<file path="src/rtl/z_to_z_engine_pkg.sv">
// Shared types and the fixed-point saturating rescale helper for the z-to-z engine.
// Supports element widths up to MAX_DATA_SIZE bits.
package z_to_z_pkg;

    localparam int unsigned MAX_DATA_SIZE = 32;

    typedef enum logic [1:0] {
        SRC_COST  = 2'd0,
        SRC_DENSE = 2'd1,
        SRC_PREV  = 2'd2,
        SRC_RSVD  = 2'd3
    } src_sel_e;

    typedef enum logic {
        ST_IDLE = 1'b0,
        ST_RUN  = 1'b1
    } state_e;

    typedef struct packed {
        logic [MAX_DATA_SIZE-1:0] value;
        logic                     ovf;
    } sat_res_t;

    // The arithmetic shift of a signed product floors toward minus infinity.
    function automatic sat_res_t sat_shift(input longint product,
                                           input int unsigned frac_bits,
                                           input int unsigned data_size);
        longint   shifted;
        longint   lim_hi;
        longint   lim_lo;
        sat_res_t r;
        shifted = product >>> frac_bits;
        lim_hi  = (longint'(1) <<< (data_size - 1)) - longint'(1);
        lim_lo  = -lim_hi - longint'(1);
        r.ovf   = 1'b0;
        if (shifted > lim_hi) begin
            r.value = lim_hi[MAX_DATA_SIZE-1:0];
            r.ovf   = 1'b1;
        end else if (shifted < lim_lo) begin
            r.value = lim_lo[MAX_DATA_SIZE-1:0];
            r.ovf   = 1'b1;
        end else begin
            r.value = shifted[MAX_DATA_SIZE-1:0];
        end
        return r;
    endfunction

endpackage

</file>
<file path="src/rtl/z_to_z_engine_if.sv">
// Operand, result and handshake bundle between the backprop stack and the z-to-z engine.
interface z_to_z_engine_if #(
    parameter int unsigned DATA_SIZE = 16,
    parameter int unsigned SIZE      = 3
);
    logic                      start_new_layer;
    logic [1:0]                src_sel;
    logic [DATA_SIZE*SIZE-1:0] diff_act;
    logic [DATA_SIZE*SIZE-1:0] diff_cost;
    logic [DATA_SIZE*SIZE-1:0] diff_dense;
    logic [DATA_SIZE*SIZE-1:0] diff_z_to_z;
    logic                      busy;
    logic                      done;
    logic                      out_valid;
    logic                      sat;

    modport master (
        output start_new_layer, src_sel, diff_act, diff_cost, diff_dense,
        input  diff_z_to_z, busy, done, out_valid, sat
    );

    modport slave (
        input  start_new_layer, src_sel, diff_act, diff_cost, diff_dense,
        output diff_z_to_z, busy, done, out_valid, sat
    );
endinterface

</file>
<file path="src/rtl/z_to_z_lane_mul.sv">
// One combinational lane: signed multiply, rescale by FRAC_BITS, saturate to DATA_SIZE.
module z_to_z_lane_mul
    import z_to_z_pkg::*;
#(
    parameter int unsigned DATA_SIZE = 16,
    parameter int unsigned FRAC_BITS = 8
) (
    input  logic [DATA_SIZE-1:0] a,
    input  logic [DATA_SIZE-1:0] b,
    output logic [DATA_SIZE-1:0] y,
    output logic                 ovf
);
    logic signed [2*DATA_SIZE-1:0] product;
    sat_res_t                      res;

    always_comb begin
        product = $signed(a) * $signed(b);
        res     = sat_shift(longint'(product), FRAC_BITS, DATA_SIZE);
        y       = res.value[DATA_SIZE-1:0];
        ovf     = res.ovf;
    end

    if (DATA_SIZE < MAX_DATA_SIZE) begin : g_hi
        logic unused_hi;
        assign unused_hi = ^res.value[MAX_DATA_SIZE-1:DATA_SIZE];
    end
endmodule

</file>
<file path="src/rtl/z_to_z_engine.sv">
// Error-term engine: diff_z_to_z[i] = diff_act[i] * src[i], LANES multipliers time-shared
// over SIZE elements in SIZE/LANES beats, with saturation and a done/out_valid handshake.
module z_to_z_engine
    import z_to_z_pkg::*;
#(
    parameter int unsigned DATA_SIZE = 16,
    parameter int unsigned FRAC_BITS = DATA_SIZE / 2,
    parameter int unsigned SIZE      = 3,
    parameter int unsigned LANES     = 1
) (
    input  logic          clk,
    input  logic          rst,
    z_to_z_engine_if.slave bus
);
    localparam int unsigned BEATS = SIZE / LANES;
    localparam int unsigned CNT_W = (BEATS > 1) ? $clog2(BEATS) : 1;
    localparam logic [CNT_W-1:0] LAST_BEAT = CNT_W'(BEATS - 1);

    if (LANES == 0 || (SIZE % LANES) != 0) begin : g_bad_lanes
        $error("z_to_z_engine: SIZE must be a non-zero multiple of LANES");
    end
    if (DATA_SIZE > MAX_DATA_SIZE) begin : g_bad_width
        $error("z_to_z_engine: DATA_SIZE exceeds MAX_DATA_SIZE");
    end

    state_e             state_q, state_d;
    logic [CNT_W-1:0]   beat_q;
    logic               capture, last_beat, running;
    logic               done_q, out_valid_q, sat_q;

    // Operand/result storage is laid out [beat][lane]; element i = beat*LANES + lane.
    logic [DATA_SIZE-1:0] act_q [BEATS][LANES];
    logic [DATA_SIZE-1:0] src_q [BEATS][LANES];
    logic [DATA_SIZE-1:0] res_q [BEATS][LANES];

    logic [DATA_SIZE-1:0] lane_a [LANES];
    logic [DATA_SIZE-1:0] lane_b [LANES];
    logic [DATA_SIZE-1:0] lane_y [LANES];
    logic [LANES-1:0]     lane_ovf;

    assign running = (state_q == ST_RUN);

    always_comb begin
        state_d   = state_q;
        capture   = 1'b0;
        last_beat = 1'b0;
        case (state_q)
            ST_IDLE: begin
                if (bus.start_new_layer) begin
                    capture = 1'b1;
                    state_d = ST_RUN;
                end
            end
            ST_RUN: begin
                if (beat_q == LAST_BEAT) begin
                    last_beat = 1'b1;
                    state_d   = ST_IDLE;
                end
            end
            default: state_d = ST_IDLE;
        endcase
    end

    always_ff @(posedge clk or posedge rst) begin
        if (rst) begin
            state_q     <= ST_IDLE;
            beat_q      <= '0;
            done_q      <= 1'b0;
            out_valid_q <= 1'b0;
            sat_q       <= 1'b0;
        end else begin
            state_q <= state_d;
            done_q  <= last_beat;
            if (capture) begin
                beat_q      <= '0;
                out_valid_q <= 1'b0;
                sat_q       <= 1'b0;
            end else if (running) begin
                sat_q <= sat_q | (|lane_ovf);
                if (last_beat) begin
                    beat_q      <= '0;
                    out_valid_q <= 1'b1;
                end else begin
                    beat_q <= beat_q + 1'b1;
                end
            end
        end
    end

    for (genvar l = 0; l < LANES; l++) begin : g_lane
        assign lane_a[l] = act_q[beat_q][l];
        assign lane_b[l] = src_q[beat_q][l];

        z_to_z_lane_mul #(
            .DATA_SIZE (DATA_SIZE),
            .FRAC_BITS (FRAC_BITS)
        ) u_mul (
            .a   (lane_a[l]),
            .b   (lane_b[l]),
            .y   (lane_y[l]),
            .ovf (lane_ovf[l])
        );
    end

    for (genvar b = 0; b < BEATS; b++) begin : g_beat
        for (genvar l = 0; l < LANES; l++) begin : g_elem
            localparam int unsigned IDX = b * LANES + l;
            localparam int unsigned MSB = DATA_SIZE * (SIZE - IDX) - 1;
            logic [DATA_SIZE-1:0] src_pick;

            always_comb begin
                src_pick = bus.diff_dense[MSB -: DATA_SIZE];
                case (src_sel_e'(bus.src_sel))
                    SRC_COST: src_pick = bus.diff_cost[MSB -: DATA_SIZE];
                    SRC_PREV: src_pick = res_q[b][l];
                    default:  src_pick = bus.diff_dense[MSB -: DATA_SIZE];
                endcase
            end

            always_ff @(posedge clk or posedge rst) begin
                if (rst) begin
                    act_q[b][l] <= '0;
                    src_q[b][l] <= '0;
                    res_q[b][l] <= '0;
                end else begin
                    if (capture) begin
                        act_q[b][l] <= bus.diff_act[MSB -: DATA_SIZE];
                        src_q[b][l] <= src_pick;
                    end
                    if (running && beat_q == CNT_W'(b)) begin
                        res_q[b][l] <= lane_y[l];
                    end
                end
            end

            assign bus.diff_z_to_z[MSB -: DATA_SIZE] = res_q[b][l];
        end
    end

    assign bus.busy      = running;
    assign bus.done      = done_q;
    assign bus.out_valid = out_valid_q;
    assign bus.sat       = sat_q;
endmodule

</file>
<file path="src/flat_wrapper.sv">
// flat-port wrapper written by rule: the top's interface ports become plain ports
module z_to_z_engine_flat import z_to_z_pkg::*;
#(
    parameter int unsigned DATA_SIZE = 16,
    parameter int unsigned FRAC_BITS = DATA_SIZE / 2,
    parameter int unsigned SIZE      = 3,
    parameter int unsigned LANES     = 1
)
  (clk, rst, bus_start_new_layer, bus_src_sel, bus_diff_act, bus_diff_cost, bus_diff_dense, bus_diff_z_to_z, bus_busy, bus_done, bus_out_valid, bus_sat);
  z_to_z_engine_if #(.DATA_SIZE(DATA_SIZE), .SIZE(SIZE)) bus_i ();
  input  logic clk;
  input  logic rst;
  input wire logic [$bits(bus_i.start_new_layer)-1:0] bus_start_new_layer;
  input wire logic [$bits(bus_i.src_sel)-1:0] bus_src_sel;
  input wire logic [$bits(bus_i.diff_act)-1:0] bus_diff_act;
  input wire logic [$bits(bus_i.diff_cost)-1:0] bus_diff_cost;
  input wire logic [$bits(bus_i.diff_dense)-1:0] bus_diff_dense;
  output wire logic [$bits(bus_i.diff_z_to_z)-1:0] bus_diff_z_to_z;
  output wire logic [$bits(bus_i.busy)-1:0] bus_busy;
  output wire logic [$bits(bus_i.done)-1:0] bus_done;
  output wire logic [$bits(bus_i.out_valid)-1:0] bus_out_valid;
  output wire logic [$bits(bus_i.sat)-1:0] bus_sat;
  assign bus_i.start_new_layer = bus_start_new_layer;
  assign bus_i.src_sel = bus_src_sel;
  assign bus_i.diff_act = bus_diff_act;
  assign bus_i.diff_cost = bus_diff_cost;
  assign bus_i.diff_dense = bus_diff_dense;
  assign bus_diff_z_to_z = bus_i.diff_z_to_z;
  assign bus_busy = bus_i.busy;
  assign bus_done = bus_i.done;
  assign bus_out_valid = bus_i.out_valid;
  assign bus_sat = bus_i.sat;
  z_to_z_engine #(.DATA_SIZE(DATA_SIZE), .FRAC_BITS(FRAC_BITS), .SIZE(SIZE), .LANES(LANES)) u_core (.clk(clk), .rst(rst), .bus(bus_i));
endmodule
</file>
<file path="config.mk">
export PLATFORM = sky130hd
export DESIGN_NAME = z_to_z_engine_flat
export DESIGN_NICKNAME = d
export VERILOG_FILES = /design/src/rtl/z_to_z_engine_pkg.sv /design/src/rtl/z_to_z_engine_if.sv /design/src/rtl/z_to_z_lane_mul.sv /design/src/rtl/z_to_z_engine.sv /design/src/flat_wrapper.sv
export SDC_FILE = /design/constraint.sdc
export NUM_CORES = 1
export LEC_CHECK = 0
export CORE_UTILIZATION = 40
export CTS_CLUSTER_DIAMETER = 60
export DETAILED_ROUTE_END_ITERATION = 7
export PLACE_DENSITY = 0.61
export SETUP_SLACK_MARGIN = 0.3
export SLEW_MARGIN = 15
export SYNTH_ARGS = -nofsm -noshare
export SYNTH_HDL_FRONTEND = slang
export SYNTH_SLANG_ARGS = --single-unit
export TNS_END_PERCENT = 30
</file>
<file path="constraint.sdc">
create_clock -name clk -period 20 [get_ports clk]
set_clock_uncertainty 0.15 [all_clocks]
set_input_delay 2 -clock clk [delete_from_list [all_inputs] [get_ports clk]]
set_output_delay 2 -clock clk [all_outputs]
set_load 0.02 [all_outputs]
</file>
==> results.json <==
{
  "grt_pass1_vias": 14980,
  "critPathKind": "flip-flop to flip-flop",
  "cp_slowest_cell": "nor4_4",
  "synth_top_area_frac": 0.2939,
  "grt_usage": 0.2613,
  "ys_top_cells_by_count": "inv_1, nor2_1, fa_1",
  "synthTopCellsByArea": "fa_1, dfrtp_1, inv_1, nor2_1, ha_1",
  "nets": 2581,
  "cts_buffer_depth": 2,
  "dpl.hpwl_mm": 45.94,
  "relSlewSlack": 0.2415,
  "io_buffers": 200,
  "hold_start": "u_core.src_q[42]",
  "area_growth_pct": 17.28,
  "rows": 76,
  "antenna_found_initial": 0,
  "syn-num-nets": 2447,
  "cpPeakStageDelay_ns": 0.98,
  "grt_max_degree": 97,
  "fmax_mhz": 104.2,
  "ant_nets": 0,
  "via_count": 14400,
  "layout-drive-gt1-share": 0.06176,
  "setup_violations": 0,
  "synth_ff_type": "dfrtp_1",
  "fin_crit_ns": 9.600,
  "cp-start-kind": "flip-flop",
  "die_y_um": 212.8,
  "syn_inst": 1958,
  "slew_viol_final": 0,
  "worst_slew_pin_slew_ns": 1.138,
  "arrival_ns": 9.80,
  "clk_latency_ns": 0.44,
  "maxCapViolCount": 0,
  "io_pins": 201,
  "fin_area_mm2": 0.02085,
  "status": "complete, no violations",
  "htree_num_levels": 4,
  "final_hold_viol_count": 0,
  "yosysMostFrequentCell": "inv_1",
  "drcViolationCount": 0,
  "postCtsHoldBufs": 0,
  "setup_tns_ns": 0,
  "first_pass_iters": 5,
  "min_path_type": "flip-flop to flip-flop",
  "timing.final.crit_share": 0.4800,
  "r2r_start": "u_core.beat_q[1]",
  "root_buffer": "clkbuf_16",
  "synth_top_area_cell": "fa_1",
  "syn_avg_cell_area_um2": 9.080,
  "wl_mm": 56.28,
  "syn_area_mm2": 0.01778,
  "cts_tree": "yes",
  "crit_path_frequent_cell": "fa_1",
  "start_util": 0.4091,
  "critical_path.startpoint": "u_core.beat_q[1]",
  "synth.yosys.seq_area_share": 0.2111,
  "die-area_mm2": 0.04529,
  "synthArstFlopShare": 1.000,
  "cts.sink_count": 150,
  "endpoint_kind": "flip-flop",
  "drtIter0Drc": 1214,
  "via_per_inst": 5.352,
  "place.gp.congestion": 1.015,
  "synth_enable_flop_cells": 0,
  "dpl_cell_area_mm2": 0.02024,
  "clk_pin_slew_ns": 0.06,
  "antenna_cells": 0,
  "grt_setup_unrepaired": "no",
  "wire_per_inst_um": 20.92,
  "core_area_mm2": 0.04346,
  "synth_cell_types": 68,
  "cts_resized": 0,
  "cts-buffers-inserted": 17,
  "die_x_um": 212.8,
  "grt_overflow": 0,
  "grt_pass1_wl_mm": 88.82,
  "post_cts_buffers": 0,
  "ys_warn_count": 0,
  "fin_cells": 2690,
  "ys_ff_latch": 150,
  "worst_ep_required_time_ns": 20.20,
  "crit_path_max_fanout": 30,
  "placedCellCount": 2658
}
## state kept, by name, summed over array words and instances (netlist names)
name / flops
u_core.beat_q: 2
u_core.bus.busy: 1
u_core.bus.done: 1
u_core.bus.out_valid: 1
u_core.src_q: 48
u_core.bus.diff_z_to_z: 48
u_core.act_q: 48
u_core.bus.sat: 1
## cells in the final DEF, fill, tap and decap left out, types with 7 or more instances in the layout
cell type,Yosys,final
a211oi_1,7,7
a21o_1,38,38
a21oi_1,101,101
a41oi_1,45,45
buf_4,4,23
clkbuf_16,0,17
clkdlybuf4s50_1,0,198
dfrtp_1,150,149
fa_1,261,261
ha_1,79,79
inv_1,310,309
mux2_2,48,48
mux2i_1,87,87
nand2_1,202,202
nand2b_1,12,11
nand3_1,11,11
nand4_1,26,26
nor2_1,270,269
o21ai_0,62,62
o21ai_1,9,9
or2_2,8,8
or3_1,10,10
xnor2_1,17,17
xor2_1,9,9
## per-layer routing
layer / vias to the layer above / wire [µm] / global-route usage / share of wire
met5: - / 0 / 0 / 0
met4: 0 / 1187 / 0.05805 / 0.021
met3: 78 / 4001 / 0.04721 / 0.071
met2: 512 / 26430 / 0.4194 / 0.47
met1: 7228 / 24660 / 0.3666 / 0.44
li1: 6580 / - / - / -
## worst max-delay path: cells and delay by family, from the launching register on
kind / cells / cell delay, ns
buffers and inverters: 5 / 0.75
adders and majority gates: 7 / 3.51
muxes: 1 / 0.38
and+or+nand+nor: 10 / 3.07
DFF: 1 / 0.53
AOI/OAI and AO/OA: 2 / 1.09
## final timing paths
| path | end | slack (ns) | cells past startpoint |
|---|---|---|---|
| max | u_core.bus.diff_z_to_z[25] | 10.40 | 25 |
| min | u_core.src_q[42] | 0.33 | 2 |
| max reg2reg | u_core.bus.diff_z_to_z[25] | 10.40 | 25 |
| min reg2reg | u_core.src_q[42] | 0.33 | 2 |
| max in group asynchronous | u_core.beat_q[1] | 16.19 | 3 |
| min in group asynchronous | u_core.act_q[10] | 1.90 | 2 |
## per-stage QoR
stage	utilization	setup slack, ns	hold slack (ns)
2_1_floorplan	-	11.70	0.2992
3_3_place_gp	0.4658	10.59	0.3147
3_5_place_dp	0.4658	10.57	0.3190
4_1_cts	0.4798	10.51	0.3329
5_1_grt	0.4798	9.893	0.3550
6_report	0.4798	10.40	0.3299
## cell families (layout without fill, tap and decap cells)
family / after synthesis / after routing / share of synthesized area
and+or+nand+nor: 573 / 573 / 0.1380
muxes: 135 / 135 / 0.07939
buffers and inverters: 418 / 565 / 0.09149
xor gates and xnor gates: 26 / 26 / 0.01281
adders and majority gates: 340 / 340 / 0.3495
DFF: 150 / 150 / 0.2111
AOI/OAI and AO/OA: 316 / 316 / 0.1177
## final cells by class
type	count	area [µm²]
Clock inverter	11	148.9
Fill cell	4143	22610
Multi-Input combinational cell	1390	12420
Tap cell	585	732.0
Inverter	310	1169
Sequential cell	150	3755
Timing Repair Buffer	223	2165
Clock buffer	21	460.4
Power is left out: the tool's default activity adds up to more than one toggle a clock period on the data nets, which glitch-free logic cannot reach.
